===== src/rtl/cache_ctrl_assoc.sv =====
// cache_ctrl_assoc: N-way set-associative write-back cache controller.
// Handles zero-wait hits, dirty-victim writeback, invalid-first victim
// choice and per-set tree pseudo-LRU replacement.
// Optional performance counters are built when CACHE_PERF_COUNTERS_EN is defined;
// otherwise the counter outputs read zero and no counter flops exist.
module cache_ctrl_assoc #(
  parameter  int WAYS     = 4,
  parameter  int SET_BITS = 3,
  localparam int WAY_BITS = $clog2(WAYS)
) (
  input  logic                clk,
  input  logic                rst,
  input  logic                mem_read,
  input  logic                mem_write,
  output logic                mem_resp,
  input  logic [SET_BITS-1:0] set_idx,
  input  logic [WAYS-1:0]     way_hit,
  input  logic [WAYS-1:0]     way_valid,
  input  logic [WAYS-1:0]     way_dirty,
  output logic                pmem_read,
  output logic                pmem_write,
  input  logic                pmem_resp,
  output logic [WAYS-1:0]     tag_load,
  output logic [WAYS-1:0]     valid_load,
  output logic [WAYS-1:0]     dirty_load,
  output logic [WAYS-1:0]     data_we,
  output logic                dirty_in,
  output logic [1:0]          data_sel,
  output logic                addr_sel,
  output logic [WAY_BITS-1:0] victim_way,
  output logic [31:0]         hit_count,
  output logic [31:0]         miss_count,
  output logic [31:0]         wb_count
);

  localparam int NUM_SETS = 2 ** SET_BITS;
  localparam int NODES    = WAYS - 1;

  typedef enum logic [1:0] {
    ST_CHECK     = 2'd0,
    ST_WRITEBACK = 2'd1,
    ST_FILL      = 2'd2
  } state_t;

  state_t              state_r, state_nx_s;
  logic [WAY_BITS-1:0] victim_r;
  logic [NODES-1:0]    plru_r [NUM_SETS];

  logic                request_s;
  logic                hit_any_s;
  logic [WAY_BITS-1:0] hit_way_s;
  logic [WAY_BITS-1:0] inv_way_s;
  logic [WAY_BITS-1:0] plru_way_s;
  logic [WAY_BITS-1:0] victim_sel_s;
  logic                victim_dirty_s;
  logic [NODES-1:0]    plru_cur_s;
  logic [NODES-1:0]    plru_upd_s;
  logic                plru_we_s;
  logic                victim_we_s;
  logic [WAYS-1:0]     hit_oh_s;
  logic [WAYS-1:0]     victim_oh_s;

  assign request_s   = mem_read | mem_write;
  assign hit_any_s   = |way_hit;
  assign plru_cur_s  = plru_r[set_idx];
  assign hit_oh_s    = {{(WAYS-1){1'b0}}, 1'b1} << hit_way_s;
  assign victim_oh_s = {{(WAYS-1){1'b0}}, 1'b1} << victim_r;
  assign victim_way  = victim_r;

  // Lowest-index hitting way and lowest-index invalid way (priority encoders)
  always_comb begin
    hit_way_s = '0;
    inv_way_s = '0;
    for (int i = WAYS - 1; i >= 0; i--) begin
      hit_way_s = way_hit[i]    ? WAY_BITS'(i) : hit_way_s;
      inv_way_s = !way_valid[i] ? WAY_BITS'(i) : inv_way_s;
    end
  end

  // Walk the PLRU tree from the root to find the pseudo-LRU way of this set
  always_comb begin
    logic [WAY_BITS-1:0] node;
    logic                dir;
    plru_way_s = '0;
    node       = '0;
    dir        = 1'b0;
    for (int l = 0; l < WAY_BITS; l++) begin
      dir        = plru_cur_s[node];
      plru_way_s = (plru_way_s << 1) | {{(WAY_BITS-1){1'b0}}, dir};
      node       = (node << 1) + {{(WAY_BITS-1){1'b0}}, 1'b1} + {{(WAY_BITS-1){1'b0}}, dir};
    end
  end

  // Point every node on the hit way's path away from that way
  always_comb begin
    logic [WAY_BITS-1:0] node;
    logic [WAY_BITS-1:0] path;
    logic                dir;
    plru_upd_s = plru_cur_s;
    node       = '0;
    path       = hit_way_s;
    dir        = 1'b0;
    for (int l = 0; l < WAY_BITS; l++) begin
      dir              = path[WAY_BITS-1];
      plru_upd_s[node] = ~dir;
      path             = path << 1;
      node             = (node << 1) + {{(WAY_BITS-1){1'b0}}, 1'b1} + {{(WAY_BITS-1){1'b0}}, dir};
    end
  end

  // Victim: prefer an invalid way, otherwise the pseudo-LRU way
  always_comb begin
    if (&way_valid) begin
      victim_sel_s = plru_way_s;
    end else begin
      victim_sel_s = inv_way_s;
    end
    victim_dirty_s = way_valid[victim_sel_s] & way_dirty[victim_sel_s];
  end

  // Next-state and array/memory control decode; everything idles while rst is high
  always_comb begin
    state_nx_s  = state_r;
    mem_resp    = 1'b0;
    pmem_read   = 1'b0;
    pmem_write  = 1'b0;
    tag_load    = '0;
    valid_load  = '0;
    dirty_load  = '0;
    data_we     = '0;
    dirty_in    = 1'b0;
    data_sel    = 2'b11;
    addr_sel    = 1'b0;
    plru_we_s   = 1'b0;
    victim_we_s = 1'b0;
    if (!rst) begin
      case (state_r)
        ST_CHECK: begin
          if (request_s && hit_any_s) begin
            mem_resp  = 1'b1;
            plru_we_s = 1'b1;
            if (mem_write) begin
              data_we    = hit_oh_s;
              data_sel   = 2'b01;
              dirty_load = hit_oh_s;
              dirty_in   = 1'b1;
            end else begin
              data_sel   = 2'b11;
            end
          end else if (request_s) begin
            victim_we_s = 1'b1;
            if (victim_dirty_s) begin
              state_nx_s = ST_WRITEBACK;
            end else begin
              state_nx_s = ST_FILL;
            end
          end else begin
            state_nx_s = ST_CHECK;
          end
        end
        ST_WRITEBACK: begin
          pmem_write = 1'b1;
          addr_sel   = 1'b1;
          if (pmem_resp) begin
            state_nx_s = ST_FILL;
          end else begin
            state_nx_s = ST_WRITEBACK;
          end
        end
        ST_FILL: begin
          pmem_read = 1'b1;
          data_sel  = 2'b00;
          if (pmem_resp) begin
            data_we    = victim_oh_s;
            tag_load   = victim_oh_s;
            valid_load = victim_oh_s;
            dirty_load = victim_oh_s;
            dirty_in   = 1'b0;
            state_nx_s = ST_CHECK;
          end else begin
            state_nx_s = ST_FILL;
          end
        end
        default: begin
          state_nx_s = ST_CHECK;
        end
      endcase
    end else begin
      state_nx_s = ST_CHECK;
    end
  end

  // State register
  always_ff @(posedge clk) begin
    if (rst) begin
      state_r <= ST_CHECK;
    end else begin
      state_r <= state_nx_s;
    end
  end

  // Victim way captured on the miss cycle, held through writeback and fill
  always_ff @(posedge clk) begin
    if (rst) begin
      victim_r <= '0;
    end else if (victim_we_s) begin
      victim_r <= victim_sel_s;
    end
  end

  // Per-set PLRU tree bits, updated on every hit response
  always_ff @(posedge clk) begin
    if (rst) begin
      for (int s = 0; s < NUM_SETS; s++) begin
        plru_r[s] <= '0;
      end
    end else if (plru_we_s) begin
      plru_r[set_idx] <= plru_upd_s;
    end
  end

`ifdef CACHE_PERF_COUNTERS_EN
  logic        retry_r;
  logic [31:0] hit_cnt_r;
  logic [31:0] miss_cnt_r;
  logic [31:0] wb_cnt_r;
  logic        miss_evt_s;
  logic        wb_evt_s;
  logic        fill_done_s;

  assign miss_evt_s  = !rst && (state_r == ST_CHECK) && request_s && !hit_any_s;
  assign wb_evt_s    = miss_evt_s && victim_dirty_s;
  assign fill_done_s = !rst && (state_r == ST_FILL) && pmem_resp;
  assign hit_count   = hit_cnt_r;
  assign miss_count  = miss_cnt_r;
  assign wb_count    = wb_cnt_r;

  // Retry flag marks the post-fill hit so it is not counted; counters saturate
  always_ff @(posedge clk) begin
    if (rst) begin
      retry_r    <= 1'b0;
      hit_cnt_r  <= 32'd0;
      miss_cnt_r <= 32'd0;
      wb_cnt_r   <= 32'd0;
    end else begin
      if (fill_done_s) begin
        retry_r <= 1'b1;
      end else if (mem_resp) begin
        retry_r <= 1'b0;
      end
      if (mem_resp && !retry_r && (hit_cnt_r != 32'hFFFF_FFFF)) begin
        hit_cnt_r <= hit_cnt_r + 32'd1;
      end
      if (miss_evt_s && (miss_cnt_r != 32'hFFFF_FFFF)) begin
        miss_cnt_r <= miss_cnt_r + 32'd1;
      end
      if (wb_evt_s && (wb_cnt_r != 32'hFFFF_FFFF)) begin
        wb_cnt_r <= wb_cnt_r + 32'd1;
      end
    end
  end
`else
  assign hit_count  = 32'd0;
  assign miss_count = 32'd0;
  assign wb_count   = 32'd0;
`endif

endmodule

===== config.mk =====
export PLATFORM = sky130hd
export DESIGN_NAME = cache_ctrl_assoc
export DESIGN_NICKNAME = d
export VERILOG_FILES = /design/src/rtl/cache_ctrl_assoc.sv
export SDC_FILE = /design/constraint.sdc
export NUM_CORES = 1
export LEC_CHECK = 0
export ABC_AREA = 1
export CAP_MARGIN = 20
export CELL_PAD_IN_SITES_DETAIL_PLACEMENT = 1
export CELL_PAD_IN_SITES_GLOBAL_PLACEMENT = 2
export CORE_MARGIN = 2
export CORE_UTILIZATION = 22
export DETAILED_ROUTE_END_ITERATION = 12
export PLACE_DENSITY = 0.93
export REMOVE_ABC_BUFFERS = 1
export SETUP_SLACK_MARGIN = 0.3
export SLEW_MARGIN = 25
export SYNTH_ARGS = -nofsm -noshare
export SYNTH_HDL_FRONTEND = slang
export SYNTH_SLANG_ARGS = --single-unit
export TNS_END_PERCENT = 30

===== constraint.sdc =====
create_clock -name clk -period 3.7 [get_ports clk]
set_input_delay 0.37 -clock clk [delete_from_list [all_inputs] [get_ports clk]]
set_output_delay 0.37 -clock clk [all_outputs]
set_load 0.03 [all_outputs]

======== Word level (Yosys, flattened, before mapping) ========
Memory sizes are Yosys's and may differ from the RTL's.
Index checks and enable logic that the tools add are counted.
storage, ports and cells
  RAM bits ................................ 24
  memories kept ........................... 1
  word-level logic and storage cells ...... 83
  register bits ........................... 4
  output and inout bits ................... 121
memories
  name    depth  bits a word  read ports  clocked after memory_dff  write ports  line  RTL
  plru_r  8      3            1           0                         8            47    logic [NODES-1:0] plru_r [NUM_SETS];
cells by class
  eq/ne operators ......................... 3
  bitwise logic cells ..................... 5
  shift operators ......................... 2
  reduce and logical (&&, ||, !) cells .... 6
  mux-type cells .......................... 58
  $add $sub $neg .......................... 2
  order comparisons ....................... 4
operators by type and width
  cell                 count
  $mux 2               17
  $mux 1               25
  $mux 4               6
  $lt 2x3->1 const B   3
  $pmux 4 s2           1
  $shl 1x2->4 const A  2
  $bmux 1 s2           3
  $mux 3               2
  $pmux 2 s3           1
  $add 1x1->2 const A  2
  $pmux 2 s2           1
  $reduce_and 4->1     1
  $reduce_or 4->1      1
  $bwmux 3             1
  $reduce_or 3->1      1
  $demux 1 s2          1
  $eq 2x1->1 const B   1
  $eq 2x2->1 const B   1
  $ge 2x1->1 const B   1
  $logic_and 1x1->1    2
  $logic_not 2->1      1
  $ne 2x2->1 const B   1
  $not 1->1            2
  $or 2x1->2           1
  2 further kinds      2

======== Logic depth before layout (Yosys ltp) ========
Gate-level depths: netlist (run 1).
An unclocked memory read counts as a cell.
  word-level depth ........................ 13
  mapped depth ............................ 15
  gate-level depth less buffers ........... 14

======== Worst setup path before layout (run 1) ========
Ideal clock, no wire load.
  path type ............................... reg2out
  from .................................... reg victim_r[0], in the netlist victim_way[0]
  to ...................................... out dirty_load[3]
  data required time ...................... 3330 ps
  path slack .............................. 1540 ps
  path buffers ............................ 1
  cell stages (with the launch flop) ...... 6
  arrival time ............................ 1790 ps
  path through ............................ dfxtp_1 inv_1 nor4_1 inv_1 a21oi_1 buf_4
between the ends
  word-level cells in the longest chain between the ends .. 4
ends and longest elaborated chain
  item                    line  RTL
  from (decl)             46    logic [WAY_BITS-1:0] victim_r;
  from (signal assigned)  207   victim_r <= victim_sel_s;
  $shl 1x2->4             67    assign victim_oh_s = {{(WAYS-1){1'b0}}, 1'b1} << victim_r;
  $mux 4                  n/a
  $pmux 4 s2              n/a
  $mux 4                  n/a
  to (decl)               25    output logic [WAYS-1:0] dirty_load,
No other way between the ends.

======== Worst setup path in the final report (run 1) ========
  from .................................... in way_hit[2]
  to ...................................... out data_we[3]
between the ends
  word-level cells in the longest chain between the ends .. 8
ends and longest elaborated chain
  item                  line  RTL
  from (decl)           17    input logic [WAYS-1:0] way_hit,
  $mux 2 (3 in series)  75    hit_way_s = way_hit[i] ? WAY_BITS'(i) : hit_way_s;
  $shl 1x2->4           66    assign hit_oh_s = {{(WAYS-1){1'b0}}, 1'b1} << hit_way_s;
  $mux 4                142   if (mem_write) begin
  $mux 4 *              139   if (request_s && hit_any_s) begin
  $pmux 4 s2 *          137   case (state_r)
  $mux 4 *              136   if (!rst) begin
  to (decl)             26    output logic [WAYS-1:0] data_we,
Mark *: on every way between the ends. The rest lies on a longest branch, timed or not.

==> results of run 1 <==
-- per-layer routing --
layer  up-vias  track usage  share of wire
li1        979            -              -
met1       923        0.104           0.41
met2        67        0.174           0.54
met3         6      0.00850          0.039
met4         0       0.0268          0.014
met5         -            0              0
-- metrics by stage --
step / hold WS [ps] / instances / area [µm²]
after CTS: 545 / 545 / 2920
final: 545 / 545 / 2920
after floorplan: 493 / 349 / 2190
after detailed placement: 536 / 541 / 2820
after global routing: 578 / 545 / 2920
after global placement: 514 / 541 / 2820
-- worst max path at each step --
stage | start | to | slack, ps | depth (start not counted)
2_1_floorplan | victim_way[0]$_SDFFE_PP0P_ | data_we[3] | 1430 | 4
3_3_place_gp | way_hit[2] | data_we[3] | 890 | 8
3_5_place_dp | way_hit[2] | data_we[3] | 790 | 8
4_1_cts | way_hit[2] | data_we[3] | 780 | 8
5_1_grt | way_hit[2] | dirty_load[3] | 610 | 8
6_report | way_hit[2] | data_we[3] | 760 | 8
-- layout make-up --
cell class	instances	share of cell area
Clock buffer	3	0.0257
Clock inverter	1	0.0103
Inverter	60	0.0771
Multi-Input combinational cell	261	0.397
Sequential cell	28	0.274
Tap cell	147	0.0629
Timing Repair Buffer	45	0.153
-- sequential cells by signal, summed over array words and instances, names as in the netlist --
signal,count
victim_way,2
state_r,2
plru_r,24
-- logic make-up (layout without fill, tap and decap cells) --
family,after synthesis,in the layout
buffers and inverters,169,109
flip-flops,28,28
other,1,96
AO/OA/AOI/OAI,16,16
AND/OR/NAND/NOR,149,149
-- power by group through the flow --
stage	logic, mW	registers, mW	clock network [mW]
floorplan	0.230	0.370	0
global placement	0.302	0.370	0
detailed placement	0.305	0.371	0
CTS	0.307	0.364	0.326
global route	0.333	0.365	0.337
finish	0.307	0.364	0.321
-- cell usage in the layout, fill, tap and decap left out, drive strengths merged --
master and n:
edfxtp 24, nand4 2, nor3 2, nand3 23, a21oi 10, nand2 64, clkbuf 3, bufinv 1
buf 1, nand3b 1, clkdlybuf4s50 44, o2111ai 1, or2 1, inv 60, conb 96, o21ai 5
nor2 52, nor4 4, dfxtp 4
-- worst max-delay path, stage by stage --
cell,delay [ps]
clkdlybuf4s50_1,550
nor2_1,100
inv_1,90
o21ai_0,160
nor2_1,270
nand4_1,130
a21oi_1,190
clkdlybuf4s50_1,700
==> flow_summary.json, run 1 <==
{
  "synth_top_cell_area_share": 0.298,
  "track_usage": 0.0899,
  "clock_path_buffers": 2,
  "synth-xor-area-share": 0,
  "dp_hpwl_um": 4900,
  "r2r-start": "state_r[0]$_SDFFE_PP0P_",
  "nFillCells": 1471,
  "min_to": "state_r[0]$_SDFFE_PP0P_",
  "placementRows": 40,
  "min_period_ps": 2940,
  "ys_top_cells_by_area": "buf_4 (30%), edfxtp_1 (27%), inv_1 (7.8%)",
  "htree_levels": 1,
  "ys_warn_count": 0,
  "timing.setup.tns_ps": 0,
  "cts_buffers": 3,
  "coreArea_um2": 11900,
  "post-route-util": 0.246,
  "dieArea_um2": 12900,
  "hold_viol_final": 0,
  "ys_ff_latch": 28,
  "hp-class": "reg -> reg",
  "fmax_mhz": 340,
  "p_total_uw": 992,
  "finClkSkew_ps": 5.40,
  "switchingPower_uw": 356,
  "place_congestion": 0.796,
  "grt_pass1_wl_um": 9440,
  "yosys.area_share.simple": 0.266,
  "antenna_found_initial": 0,
  "multi_input_area_um2": 1160,
  "cts_tree": "yes",
  "rsz0062_at_grt": "false",
  "cts_resized": 0,
  "hold_start": "state_r[0]$_SDFFE_PP0P_",
  "dr.first_iter.drc_count": 48,
  "total_leakage_power_nw": 1.42,
  "synthArstFlopShare": 0,
  "required_ps": 3330,
  "clkPwrFrac": 0.324,
  "ant_nets": 0,
  "p_seq_frac": 0.366,
  "overflow": 0,
  "ys.flop_type": "edfxtp_1",
  "synth_compound_area_frac": 0.0359,
  "vias": 1975,
  "slew_violations": 0,
  "num_io_pins": 141,
  "avgSynthCellArea_um2": 7.29,
  "path_class": "in -> out",
  "yosysUniqueCellTypes": 25,
  "syn-cell-area_um2": 2650,
  "yosysTopAreaCell": "buf_4",
  "first_global_vias": 1941,
  "ir_drop_mv": 0.181,
  "synth_edf_count": 24,
  "area_growth_syn_to_layout_pct": 10.4,
  "drc": 0,
  "cp.arrival_ps": 2570,
  "seqCellArea_um2": 801,
  "root_buffer": "clkbuf_16",
  "grt_max_degree": 17,
  "synth_common_cells": "buf_4 (105), inv_1 (55), nand2_1 (53)",
  "routed_via_density": 3.62,
  "worst_hold_path.num_cells": 2,
  "drive_gt1_frac": 0.0955,
  "synth_top_family_by_area": "buffers and inverters",
  "worstPathMaxFanout": 4,
  "diodes": 0,
  "drv_cap": 0,
  "pwr-share-comb": 0.310,
  "finalSetupViolations": 0,
  "fin_nets": 419,
  "yosysMostFrequentCell": "buf_4",
  "p_int_uw": 637,
  "setup_ws_ps": 760,
  "critPathCaptureType": "output port",
  "syn_inst": 363,
  "cts_sinks": 28,
  "first_pass_iters": 4,
  "wl_per_cell_um": 10.9,
  "worst_setup_path_start_kind": "input pin",
  "clk_latency_ps": 260,
  "outcome": "finished clean",
  "muxShareOfSynthArea": 0,
  "postCtsHoldBufs": 0,
  "dp_slack_ps": 789,
  "die-width_um": 114,
  "clk_pin_slew_ps": 70,
  "r2r-end": "plru_r[0][2]$_SDFFCE_PN0P_",
  "ys_seq_area_frac": 0.302,
  "fin_crit_sh": 0.795,
  "port-buffer-count": 44,
  "dieHeight_um": 114,
  "wirelength_um": 5940,
  "slew_headroom": 0.586,
  "rr_worst_depth": 11,
  "start_util": 0.223,
  "tightest_slew_ps": 620,
  "r2r_slack_ps": 1760,
  "synth_fa_ha_area_frac": 0,
  "power.share.switching": 0.359,
  "cts_setup_buffers": 0,
  "power.density_nw_per_um2": 340
}
No activity file was read; power rests on OpenSTA's default activity.
==> inputs of run 2 (changes only) <==
--- a/config.mk
+++ b/config.mk
@@ -10,9 +10,9 @@
 export CELL_PAD_IN_SITES_DETAIL_PLACEMENT = 1
 export CELL_PAD_IN_SITES_GLOBAL_PLACEMENT = 2
 export CORE_MARGIN = 2
-export CORE_UTILIZATION = 22
+export CORE_UTILIZATION = 18
 export DETAILED_ROUTE_END_ITERATION = 12
-export PLACE_DENSITY = 0.93
+export PLACE_DENSITY = 0.82
 export REMOVE_ABC_BUFFERS = 1
 export SETUP_SLACK_MARGIN = 0.3
 export SLEW_MARGIN = 25
==> constraint.sdc (replaced) <==
create_clock -name clk -period 2.7 [get_ports clk]
set_input_delay 0.27 -clock clk [delete_from_list [all_inputs] [get_ports clk]]
set_output_delay 0.27 -clock clk [all_outputs]
set_load 0.03 [all_outputs]
==> flow_summary.json, run 2 (same netlist as run 1, synthesis figures left out) <==
{
  "cts_sinks": 28,
  "grt_max_degree": 16,
  "cts_buffers": 3,
  "placementRows": 44,
  "p_seq_frac": 0.392,
  "dp_hpwl_um": 4990,
  "total_leakage_power_nw": 1.51,
  "worstPathMaxFanout": 5,
  "timing.setup.tns_ps": 0,
  "routed_via_density": 3.42,
  "diodes": 0,
  "area_growth_syn_to_layout_pct": 12.8,
  "power.share.switching": 0.385,
  "ir_drop_mv": 0.203,
  "htree_levels": 1,
  "critPathCaptureType": "output port",
  "clk_latency_ps": 270,
  "first_pass_iters": 4,
  "largest_register": "plru_r",
  "dieArea_um2": 15700,
  "fmax_mhz": 417,
  "ant_nets": 0,
  "slew_violations": 0,
  "hold_viol_final": 0,
  "clkPwrFrac": 0.270,
  "first_global_vias": 1978,
  "antenna_found_initial": 0,
  "finalSetupViolations": 0,
  "design_area_um2": 2990,
  "hp-class": "reg -> reg",
  "num_io_pins": 141,
  "switchingPower_uw": 490,
  "dieHeight_um": 125,
  "drv_cap": 0,
  "power.density_nw_per_um2": 426,
  "largest_reg_flops": 24,
  "cp.arrival_ps": 2130,
  "min_period_ps": 2400,
  "wirelength_um": 5930,
  "start_util": 0.183,
  "grt_pass1_wl_um": 9540,
  "dr.first_iter.drc_count": 72,
  "cts_tree": "yes",
  "path_class": "reg -> out",
  "drive_gt1_frac": 0.136,
  "worst_setup_path_start_kind": "flip-flop",
  "nFillCells": 1787,
  "seqCellArea_um2": 801,
  "vias": 2016,
  "die-width_um": 125,
  "port-buffer-count": 44,
  "p_int_uw": 783,
  "wl_per_cell_um": 10.1,
  "clock_path_buffers": 2,
  "rsz0062_at_grt": "true",
  "layout_common_cells": "conb_1 (96), inv_1 (55), nand2_1 (53), nor2_1 (42), clkdlybuf4s50_1 (31)",
  "track_usage": 0.0741,
  "final_common_cell": "conb_1",
  "outcome": "finished clean",
  "place_congestion": 0.795,
  "pwr-share-comb": 0.338,
  "clk_pin_slew_ps": 70,
  "drc": 0,
  "multi_input_area_um2": 1170,
  "fin_crit_sh": 0.888,
  "placed_area_um2": 2900,
  "root_buffer": "clkbuf_16",
  "post-route-util": 0.206,
  "coreArea_um2": 14500,
  "overflow": 0,
  "required_ps": 2430,
  "hold_ws_ps": 540,
  "finClkSkew_ps": 3.73,
  "fin_nets": 426
}
run 2: cell types whose count changed in the layout (fill, tap and decap cells not counted):
| cell | delta |
|---|---|
| a21oi_2 | +1 |
| a21oi_1 | -1 |
| nor2_1 | -2 |
| clkdlybuf4s50_1 | -13 |
| bufinv_16 | -1 |
| buf_4 | +15 |
| dlygate4sd2_1 | +3 |
| dlymetal6s2s_1 | +2 |
| clkinv_1 | +1 |
| nor2_2 | +2 |
run 2: metal layers:
layer / global-route usage / part of all wire
met1: 0.0810 / 0.39
met3: 0.00428 / 0.040
met2: 0.149 / 0.56
met5: 0 / 0
met4: 0.0255 / 0.015
run 2: per-stage QoR:
stage / instances / setup WS [ps] / total power [mW]
4_1_cts: 589 / 271 / 1.27
3_3_place_gp: 585 / 204 / 0.933
2_1_floorplan: 349 / 533 / 0.823
3_5_place_dp: 585 / 180 / 0.938
6_report: 589 / 303 / 1.27
5_1_grt: 589 / 149 / 1.33
run 2: final timing paths:
| kind | slack, ps | to | start | cells past startpoint |
|---|---|---|---|---|
| setup / recovery | 300 | valid_load[1] | state_r[1]$_SDFFE_PP0P_ | 7 |
| hold / removal | 540 | state_r[0]$_SDFFE_PP0P_ | state_r[0]$_SDFFE_PP0P_ | 2 |
| setup reg to reg | 760 | plru_r[2][1]$_SDFFCE_PN0P_ | state_r[1]$_SDFFE_PP0P_ | 11 |
| hold reg to reg | 540 | state_r[0]$_SDFFE_PP0P_ | state_r[0]$_SDFFE_PP0P_ | 2 |
run 2: power groups by stage:
stage / Sequential (mW) / Combinational (mW) / Clock [mW]
finish: 0.498 / 0.430 / 0.344
CTS: 0.499 / 0.430 / 0.346
floorplan: 0.507 / 0.316 / 0
global route: 0.501 / 0.466 / 0.359
global placement: 0.507 / 0.425 / 0
detailed placement: 0.508 / 0.429 / 0
run 2: timing repair:
action | CTS | global route
setup endpoints to repair | 10 | 16
hold buffers | 0 | 0
gates cloned | 0 | 0
buffers inserted | 0 | 0
pin swaps | 0 | 0
resized for setup | 3 | 5
run 2: critical path, cell delays in order (launching register included):
cell and delay [ps]:
dfxtp_1 410, inv_1 100, nor2_1 90, inv_1 100
nor4_1 200, inv_1 100, nor2_1 150, clkdlybuf4s50_1 690
run 2: final cells by class:
type,count,area share
clock inverters,1,0.00126
well taps,184,0.0771
flip-flops and latches,28,0.268
multi-input cells,261,0.391
repair buffers,52,0.161
clock buffers,3,0.0251
inverters,60,0.0754
==> inputs of run 3 (changes only) <==
==> config.mk (replaced) <==
export PLATFORM = sky130hd
export DESIGN_NAME = cache_ctrl_assoc
export DESIGN_NICKNAME = d
export VERILOG_FILES = /design/src/rtl/cache_ctrl_assoc.sv
export SDC_FILE = /design/constraint.sdc
export NUM_CORES = 1
export LEC_CHECK = 0
export CAP_MARGIN = 20
export CELL_PAD_IN_SITES_DETAIL_PLACEMENT = 1
export CELL_PAD_IN_SITES_GLOBAL_PLACEMENT = 2
export CORE_MARGIN = 2
export CORE_UTILIZATION = 19
export DETAILED_ROUTE_END_ITERATION = 12
export GPL_ROUTABILITY_DRIVEN = 0
export PLACE_DENSITY = 0.83
export REMOVE_ABC_BUFFERS = 1
export SETUP_SLACK_MARGIN = 0.3
export SLEW_MARGIN = 25
export SYNTH_ARGS = -nofsm -noshare
export SYNTH_HDL_FRONTEND = slang
export SYNTH_SLANG_ARGS = --single-unit
export TNS_END_PERCENT = 5
==> flow_summary.json, run 3 <==
{
  "hp-class": "reg -> reg",
  "critPathCaptureType": "output port",
  "dp_hpwl_um": 4830,
  "first_pass_iters": 4,
  "outcome": "finished clean",
  "synth_edf_count": 24,
  "r2r-start": "state_r[1]$_SDFFE_PP0P_",
  "rr_worst_depth": 6,
  "routed_via_density": 3.56,
  "clk_latency_ps": 260,
  "diodes": 0,
  "dieHeight_um": 118,
  "r2r-end": "plru_r[7][1]$_SDFFCE_PN0P_",
  "yosysMostFrequentCell": "buf_4",
  "cp_slowest_cell": "clkdlybuf4s50_1",
  "die-width_um": 118,
  "min_to": "victim_way[1]$_SDFFE_PP0P_",
  "cp.arrival_ps": 2320,
  "synth_fa_ha_area_frac": 0,
  "seqCellArea_um2": 801,
  "postCtsHoldBufs": 0,
  "drv_cap": 0,
  "hold_start": "victim_way[1]$_SDFFE_PP0P_",
  "grt_max_degree": 16,
  "setup_ws_ps": 114,
  "ys_top_cells_by_area": "buf_4 (32%), edfxtp_1 (29%), nor2_1 (4.8%)",
  "r2r_slack_ps": 570,
  "track_usage": 0.0822,
  "drc": 0,
  "wl_per_cell_um": 11.8,
  "largest_reg_flops": 24,
  "required_ps": 2430,
  "synth-xor-area-share": 0,
  "muxShareOfSynthArea": 0.0684,
  "fmax_mhz": 387,
  "ant_nets": 0,
  "avgSynthCellArea_um2": 9.05,
  "root_buffer": "clkbuf_16",
  "layout_common_cells": "conb_1 (96), clkdlybuf4s50_1 (38), nor2_1 (32), edfxtp_1 (24), buf_4 (23)",
  "wirelength_um": 5840,
  "first_global_vias": 1782,
  "worst_setup_path_start_kind": "flip-flop",
  "synth_top_cell_area_share": 0.317,
  "slew_violations": 0,
  "critical-path-max-stage-delay_ps": 750,
  "clk_pin_slew_ps": 60,
  "dp_slack_ps": 167,
  "antenna_found_initial": 0,
  "fin_crit_sh": 0.958,
  "area_growth_syn_to_layout_pct": 16.1,
  "vias": 1769,
  "path_class": "reg -> out",
  "syn-cell-area_um2": 2490,
  "cts_buffers": 3,
  "synth_common_cells": "buf_4 (105), nor2_1 (32), edfxtp_1 (24)",
  "rsz0062_at_grt": "true",
  "grt_pass1_wl_um": 9160,
  "dr.first_iter.drc_count": 144,
  "ys_warn_count": 0,
  "port-buffer-count": 44,
  "cts_setup_buffers": 0,
  "worst_hold_path.num_cells": 2,
  "ys.flop_type": "edfxtp_1",
  "finalSetupViolations": 0,
  "nFillCells": 1540,
  "hold_viol_final": 0,
  "final_common_cell": "conb_1",
  "start_util": 0.196,
  "drive_gt1_frac": 0.114,
  "min_period_ps": 2590,
  "dieArea_um2": 14000,
  "ir_drop_mv": 0.188,
  "ys_ff_latch": 28,
  "synth_top_family_by_area": "buffers and inverters",
  "yosysTopAreaCell": "buf_4",
  "p_total_mw": 1.23,
  "crit_chain": "nand3_1, buf_4, nor3_1, clkdlybuf4s50_1",
  "cts_sinks": 28,
  "htree_levels": 1,
  "power.density_nw_per_um2": 425,
  "placementRows": 41,
  "yosys.area_share.simple": 0.201,
  "multi_input_area_um2": 1200,
  "finClkSkew_ps": 2.70,
  "overflow": 0,
  "coreArea_um2": 12700,
  "cts_tree": "yes",
  "synth_compound_area_frac": 0.0684,
  "fin_nets": 346,
  "num_io_pins": 141,
  "largest_register": "plru_r",
  "ys_seq_area_frac": 0.322,
  "hold_ws_ps": 669,
  "yosysUniqueCellTypes": 43,
  "syn_inst": 275,
  "synthArstFlopShare": 0,
  "worstPathMaxFanout": 9,
  "total_leakage_power_nw": 1.20,
  "clock_path_buffers": 2
}
[run 3: cell types whose count changed in the layout (fill, tap and decap cells not counted), moves of 7 or more]
| cell | change |
|---|---|
| buf_4 | +7 |
| nor3b_1 | +7 |
| nand2_2 | -10 |
| nand3_1 | -15 |
| inv_1 | -51 |
| clkdlybuf4s50_1 | +7 |
| nand2b_1 | +9 |
| nand2_1 | -39 |
| nor2_1 | -10 |
| nor3_1 | +9 |
[run 3: metal layers]
layer / up-vias / share of wire / track usage
met2: 81 / 0.52 / 0.153
met1: 843 / 0.41 / 0.0918
li1: 840 / - / -
met4: 0 / 0.016 / 0.0365
met3: 5 / 0.055 / 0.0121
met5: - / 0 / 0
[run 3: where the power goes]
part           switching, mW  leakage, nW  internal, mW
logic                  0.291        0.882         0.101
clock network          0.136       0.0385         0.199
registers            0.00934        0.280         0.490
[run 3: worst max-delay path, delay by kind of cell, from the launching register on]
kind	cells	cell delay [ps]
buffers and inverters	2	970
AND/OR/NAND/NOR	2	560
flip-flops	1	520
[run 3: timing repair]
action,CTS,global route
endpoints found under the setup margin,11,26
resized for setup,1,1
endpoints found under the hold margin,0,0
[run 3: area by class of cell]
type,count,area share
clock buffers,3,0.0260
clock inverters,1,0.00130
inverters,5,0.00650
multi-input cells,225,0.416
flip-flops and latches,28,0.277
well taps,172,0.0745
repair buffers,63,0.199
[run 3: how the worst max path moves through the flow]
stage | startpoint | endpoint | slack, ps | cells past startpoint
final | state_r[1]$_SDFFE_PP0P_ | valid_load[3] | 110 | 4
after floorplan | state_r[0]$_SDFFE_PP0P_ | tag_load[1] | -180 | 3
after global routing | state_r[1]$_SDFFE_PP0P_ | valid_load[3] | 10 | 4
after detailed placement | set_idx[2] | plru_r[1][1]$_SDFFCE_PN0P_ | 170 | 9
after CTS | state_r[1]$_SDFFE_PP0P_ | valid_load[3] | 80 | 4
after global placement | way_hit[0] | dirty_load[3] | 170 | 6
[run 3: per-stage QoR]
stage | instance area (µm²) | utilization | TNS (ps) | instances
finish | 2890 | 0.227 | 0 | 497
global route | 2890 | 0.227 | 0 | 497
CTS | 2890 | 0.227 | 0 | 497
detailed placement | 2810 | 0.221 | 0 | 493
global placement | 2810 | 0.221 | 0 | 493
floorplan | 2020 | - | -706 | 258
[run 3: kinds of logic (layout without fill, tap and decap cells)]
kind of cell,after synthesis,in the layout
and+or+nand+nor,95,95
other,1,96
AOI/OAI and AO/OA,24,24
buffers and inverters,117,72
DFF,28,28
muxes,10,10
